==> src/rtl/match_scoreboard.sv <==
// Tic-tac-toe match scoreboard: detects round outcomes from the game-core board, keeps tallies,
// holds the finished board, pulses round_rst back to the core. Optional: AUTO_REMATCH_EN.
module match_scoreboard #(
  parameter int ROUNDS_TO_WIN = 3,
  parameter int HOLD_CYCLES   = 25000000,
  parameter int RST_CYCLES    = 2,
  parameter int SCORE_W       = 4
) (
  input  logic               clk,
  input  logic               rst,
  input  logic [1:0]         a,
  input  logic [1:0]         b,
  input  logic [1:0]         c,
  input  logic [1:0]         d,
  input  logic [1:0]         e,
  input  logic [1:0]         f,
  input  logic [1:0]         g,
  input  logic [1:0]         h,
  input  logic [1:0]         i,
  input  logic [1:0]         winner,
  input  logic               new_match,
  output logic [SCORE_W-1:0] score_p1,
  output logic [SCORE_W-1:0] score_p2,
  output logic [SCORE_W-1:0] draws,
  output logic [1:0]         last_result,
  output logic               hold_active,
  output logic               round_rst,
  output logic               match_over,
  output logic [1:0]         match_winner
);

  typedef enum logic [2:0] {
    ARM  = 3'd0,
    PLAY = 3'd1,
    HOLD = 3'd2,
    RRST = 3'd3,
    DONE = 3'd4
  } state_t;

  localparam logic [1:0] RES_NONE = 2'b00;
  localparam logic [1:0] RES_P1   = 2'b01;
  localparam logic [1:0] RES_P2   = 2'b10;
  localparam logic [1:0] RES_DRAW = 2'b11;

  // One down-counter serves the hold, round-reset and (optionally) rematch timers.
  localparam int CNT_MAX = (HOLD_CYCLES > RST_CYCLES) ? HOLD_CYCLES : RST_CYCLES;
  localparam int CNT_W   = (CNT_MAX > 1) ? $clog2(CNT_MAX) : 1;

  localparam logic [CNT_W-1:0]   HOLD_LOAD  = CNT_W'(HOLD_CYCLES - 1);
  localparam logic [CNT_W-1:0]   RST_LOAD   = CNT_W'(RST_CYCLES - 1);
  localparam logic [CNT_W-1:0]   CNT_ONE    = CNT_W'(1);
  localparam logic [SCORE_W-1:0] WIN_SCORE  = SCORE_W'(ROUNDS_TO_WIN);
  localparam logic [SCORE_W-1:0] SCORE_ONE  = SCORE_W'(1);

  state_t             state_q, state_d;
  logic [CNT_W-1:0]   cnt_q, cnt_d;
  logic [SCORE_W-1:0] score_p1_d, score_p2_d, draws_d;
  logic [1:0]         last_result_d, match_winner_d;
  logic               hold_active_d, round_rst_d, match_over_d;

  logic [8:0][1:0]    cells;
  logic               board_empty, board_full;
  logic               win, draw, rematch;

  assign cells = {i, h, g, f, e, d, c, b, a};

  function automatic logic [SCORE_W-1:0] sat_inc(input logic [SCORE_W-1:0] v);
    return (v == '1) ? v : v + SCORE_ONE;
  endfunction

  always_comb begin
    board_empty = 1'b1;
    board_full  = 1'b1;
    for (int k = 0; k < 9; k++) begin
      if (cells[k] == 2'b00) board_full  = 1'b0;
      else                   board_empty = 1'b0;
    end
  end

  // winner == 11 is neither a win nor allows a draw.
  assign win  = (winner == RES_P1) || (winner == RES_P2);
  assign draw = board_full && (winner == RES_NONE);

  // NOTE: every signal written here gets a default first, so no path leaves one
  // unassigned and no latch is inferred.
  always_comb begin
    state_d        = state_q;
    cnt_d          = cnt_q;
    score_p1_d     = score_p1;
    score_p2_d     = score_p2;
    draws_d        = draws;
    last_result_d  = last_result;
    match_winner_d = match_winner;
    rematch        = 1'b0;

    unique case (state_q)
      ARM: begin
        // Only a cleared board arms detection, so a stale result is never counted twice.
        if (board_empty && (winner == RES_NONE)) state_d = PLAY;
      end

      PLAY: begin
        if (win) begin
          if (winner == RES_P1) score_p1_d = sat_inc(score_p1);
          else                  score_p2_d = sat_inc(score_p2);
          last_result_d = winner;
          cnt_d         = HOLD_LOAD;
          state_d       = HOLD;
        end else if (draw) begin
          draws_d       = sat_inc(draws);
          last_result_d = RES_DRAW;
          cnt_d         = HOLD_LOAD;
          state_d       = HOLD;
        end
      end

      HOLD: begin
        if (cnt_q == '0) begin
          if ((score_p1 >= WIN_SCORE) || (score_p2 >= WIN_SCORE)) begin
            match_winner_d = (score_p1 >= WIN_SCORE) ? RES_P1 : RES_P2;
            state_d        = DONE;
`ifdef AUTO_REMATCH_EN
            cnt_d          = HOLD_LOAD;
`endif
          end else begin
            cnt_d   = RST_LOAD;
            state_d = RRST;
          end
        end else begin
          cnt_d = cnt_q - CNT_ONE;
        end
      end

      RRST: begin
        if (cnt_q == '0) state_d = ARM;
        else             cnt_d   = cnt_q - CNT_ONE;
      end

      DONE: begin
        rematch = new_match;
`ifdef AUTO_REMATCH_EN
        if (cnt_q == '0) rematch = 1'b1;
        else             cnt_d   = cnt_q - CNT_ONE;
`endif
        if (rematch) begin
          score_p1_d     = '0;
          score_p2_d     = '0;
          draws_d        = '0;
          last_result_d  = RES_NONE;
          match_winner_d = RES_NONE;
          cnt_d          = RST_LOAD;
          state_d        = RRST;
        end
      end

      default: state_d = ARM;
    endcase
  end

  // Status flags are decoded from the next state and registered, so they line up
  // with the state and carry no combinational path from the inputs.
  always_comb begin
    hold_active_d = (state_d == HOLD);
    round_rst_d   = (state_d == RRST);
    match_over_d  = (state_d == DONE);
  end

  // NOTE: sequential state uses non-blocking assignments so every flop samples
  // the pre-edge values, independent of statement order.
  always_ff @(posedge clk) begin
    if (rst) begin
      state_q      <= ARM;
      cnt_q        <= '0;
      score_p1     <= '0;
      score_p2     <= '0;
      draws        <= '0;
      last_result  <= RES_NONE;
      match_winner <= RES_NONE;
      hold_active  <= 1'b0;
      round_rst    <= 1'b0;
      match_over   <= 1'b0;
    end else begin
      state_q      <= state_d;
      cnt_q        <= cnt_d;
      score_p1     <= score_p1_d;
      score_p2     <= score_p2_d;
      draws        <= draws_d;
      last_result  <= last_result_d;
      match_winner <= match_winner_d;
      hold_active  <= hold_active_d;
      round_rst    <= round_rst_d;
      match_over   <= match_over_d;
    end
  end

endmodule

==> config.mk <==
export PLATFORM = sky130hd
export DESIGN_NAME = match_scoreboard
export DESIGN_NICKNAME = d
export VERILOG_FILES = /design/src/rtl/match_scoreboard.sv
export SDC_FILE = /design/constraint.sdc
export NUM_CORES = 1
export LEC_CHECK = 0
export CAP_MARGIN = 15
export CORE_ASPECT_RATIO = 1.5
export CORE_UTILIZATION = 42
export DETAILED_ROUTE_END_ITERATION = 8
export PLACE_DENSITY = 0.67
export SYNTH_ARGS = -nofsm -noshare
export SYNTH_HDL_FRONTEND = slang
export SYNTH_SLANG_ARGS = --single-unit
export TNS_END_PERCENT = 1
==> constraint.sdc <==
create_clock -name clk -period 2.2 [get_ports clk]
set_clock_uncertainty 0.15 [all_clocks]
set_input_delay 0.44 -clock clk [delete_from_list [all_inputs] [get_ports clk]]
set_output_delay 0.44 -clock clk [all_outputs]
set_load 0.02 [all_outputs]
==> insert_results.sql <==
INSERT INTO impl_metrics (metric_group, metric, value, unit) VALUES
('floorplanning', 'die_h', '104', 'um'),
('outcome', 'outcome', 'finished with violations', ''),
('worst_setup_path', 'critical_path.reg2reg.startpoint', 'cnt_q[11]', ''),
('outcome', 'failed_checks', 'negative setup slack', ''),
('timing', 'pnr_worst_setup_slack', '-105', 'ps'),
('worst_setup_path', 'worstSetupPathType', 'reg -> reg', ''),
('drt', 'first_iteration_detailed_routing_drc_count', '147', ''),
('floorplanning', 'initial_core_util', '44.2', '%'),
('clock_tree', 'ctsLongestPathBuffers', '2', ''),
('layout', 'antenna_cells_inserted', '0', ''),
('worst_setup_path', 'critical_path.slowest_cell', 'or4_4', ''),
('worst_setup_path', 'crit_family', 'simple AND/OR/NAND/NOR gates', ''),
('yosys', 'synth.yosys.warnings', '0', ''),
('floorplanning', 'die_x', '69.9', 'um'),
('yosys', 'netlist_area', '2910', 'um2'),
('pwr', 'cell_internal_pwr', '1250', 'uW'),
('layout', 'finish.net_count', '506', ''),
('yosys', 'synth_cells', '363', ''),
('job', 'maxCapViolations', '0', ''),
('layout', 'num-fill-cells', '566', ''),
('floorplanning', 'dieArea', '7270', 'um2'),
('global_route', 'grt_pass1_vias', '3299', ''),
('worst_setup_path', 'critical_path_capture_point_type', 'flip-flop', ''),
('layout', 'fin_util', '65.2', '%'),
('yosys', 'postSynthRegisterBits', '47', ''),
('worst_setup_path', 'cp_data_arrival_time', '2350', 'ps'),
('pwr', 'switching_share', '22.1', '%'),
('timing', 'number_of_max_slew_violations_in_the_final_report', '0', ''),
('layout', 'seq_area', '943', 'um2'),
('global_route', 'grt_pass1_wl', '14900', 'um'),
('timing', 'worst_pin_slew', '700', 'ps'),
('timing', 'finalCriticalPeriod', '2310', 'ps'),
('global_route', 'grtUsageTotal', '25.0', '%'),
('pwr', 'peakVddDrop', '0.000290', 'V'),
('clock_tree', 'cts_root_buf', 'clkbuf_8', ''),
('drt', 'num_vias', '3294', ''),
('floorplanning', 'fp.coreArea', '6580', 'um2'),
('timing', 'final_report_hold_violation_count', '0', ''),
('worst_setup_path', 'crit_buf_inv', '1', ''),
('place', 'place.port_buffers', '41', ''),
('yosys', 'seq_area_frac_synth', '32.4', '%'),
('timing', 'unrepaired_setup_endpoints_after_global_routing', 'true', ''),
('global_route', 'grt_antenna_before_repair', '0', ''),
('timing', 'finalSetupViolCount', '24', ''),
('global_route', 'global_route.overflow_total', '0', ''),
('yosys', 'synth_area_per_cell', '8.01', 'um2'),
('pwr', 'seqPwrFrac', '52.8', '%'),
('drt', 'wire_per_inst', '16.2', 'um'),
('pwr', 'switching_power', '357', 'uW'),
('worst_setup_path', 'crit_path_max_fanout', '8', ''),
('clock_tree', 'clkLatencyLatePin', '320', 'ps'),
('timing', 'maxClockFrequency', '0.434', 'GHz'),
('yosys', 'synth_fp_nets', '395', ''),
('worst_setup_path', 'worstSetupStartpoint', 'cnt_q[11]', ''),
('yosys', 'synth_ff_type', 'dfxtp_1', ''),
('yosys', 'yosysTopAreaCell', 'dfxtp_1', ''),
('place', 'place_congestion', '0.848', ''),
('worst_setup_path', 'worstPathRequired', '2240', 'ps'),
('worst_hold_path', 'hold_path_class', 'reg -> reg', ''),
('layout', 'areaGrowthSynthToFinish', '47.5', '%'),
('clock_tree', 'cts.sinks', '47', ''),
('timing', 'fin_crit_sh', '105', '%'),
('yosys', 'yosys.cell_types.count', '51', ''),
('yosys', 'number_of_flops_mapped_to_enable_cells_by_yosys', '0', ''),
('layout', 'post_route_cells_drive_above_1_share', '28.5', '%'),
('clock_tree', 'cts_hold_repair.buffers', '0', ''),
('timing', 'timing.max_slew.rel_slack', '53.3', '%'),
('yosys', 'ys_top_cells_by_count', 'dfxtp_1, nand2_1, nor2_1', ''),
('pwr', 'power_frac_clock', '39.1', '%'),
('worst_hold_path', 'worst_hold_start', 'cnt_q[18]', ''),
('drt', 'routed_via_density', '5.99', '');
==> metrics by stage <==
stage                     instance area, um2  cells  worst slack [ps]  total power, uW  hold WS, ps
after floorplan                         2920    363             -58.6              910          288
after global placement                  3970    536              -580              987          305
after detailed placement                3970    536              -603              988          316
after CTS                               4260    550             -99.8             1630          330
after global routing                    4290    550              -182             1670          355
final                                   4290    550              -105             1610          322
==> metal layers <==
| metal | wire length [um] | vias to the layer above | share of wire [%] | track usage (%) |
|---|---|---|---|---|
| met5 | 0 | - | 0 | 0 |
| met4 | 242 | 0 | 2.7 | 11.4 |
| met3 | 387 | 24 | 4.4 | 3.49 |
| met2 | 4800 | 91 | 54 | 46.8 |
| met1 | 3460 | 1576 | 39 | 26.9 |
| li1 | - | 1603 | - | - |
==> worst reg2reg max path: stages, from the launching register on <==
cell	delay, ps
dfxtp_2	340
or4_4	560
nor3_4	350
a31oi_4	180
buf_4	200
a211oi_1	270
o32ai_2	130
==> placed cells by master (no fill, tap or decap), types with 4 or more instances in the layout <==
master	instances
nor2_1	24
nand2_1	31
nor4_1	6
o32ai_2	5
o21ai_0	7
ha_1	8
nand2b_1	4
o32ai_1	17
a31oi_1	11
a21oi_1	18
buf_6	5
buf_12	5
xnor2_1	5
a211oi_2	6
or3_1	6
inv_1	21
nand4_1	6
a211oi_1	19
clkbuf_8	5
nand3_1	21
nor3_1	8
and3_1	4
dfxtp_1	45
buf_4	79
clkdlybuf4s50_1	39
==> final timing paths <==
| kind | slack, ps | end | cells after the start |
|---|---|---|---|
| setup / recovery | -110 | cnt_q[3] | 6 |
| hold / removal | 320 | cnt_q[18] | 2 |
| setup reg to reg | -110 | cnt_q[3] | 6 |
| hold reg to reg | 320 | cnt_q[18] | 2 |
==> power groups by stage <==
stage	registers, uW	clock network [uW]	logic, uW
finish	850	630	132
global route	851	674	144
CTS	850	647	131
detailed placement	871	0	118
global placement	870	0	116
floorplan	870	0	40.0
==> cells by family after synthesis <==
group / after synthesis / share of synthesized area, %
buffers and inverters: 48 / 7.10
AO/OA/AOI/OAI: 107 / 27.3
XOR/XNOR: 5 / 1.51
flip-flops: 47 / 32.4
adder cells (fa/ha/maj): 9 / 3.87
AND/OR/NAND/NOR: 147 / 27.9
==> sequential cells by signal (all words and copies together) (netlist names) <==
register / cells
match_winner: 2
draws: 4
round_rst: 1
state_q: 3
last_result: 2
score_p1: 4
hold_active: 1
score_p2: 4
cnt_q: 25
match_over: 1
==> cell type report <==
class | instances | share of cell area (%)
flip-flops and latches | 47 | 22.0
clock inverters | 1 | 0.700
well taps | 76 | 2.22
repair buffers | 130 | 27.0
multi-input cells | 268 | 44.5
inverters | 22 | 1.93
clock buffers | 6 | 1.69
==> timing repair <==
action	in CTS	in global routing
hold endpoints to repair	0	0
setup buffers	7	0
gates resized for setup	30	10
gates cloned	0	0
pin swaps	13	2
setup endpoints to repair	40	36
(Power assumes the default switching activity.)
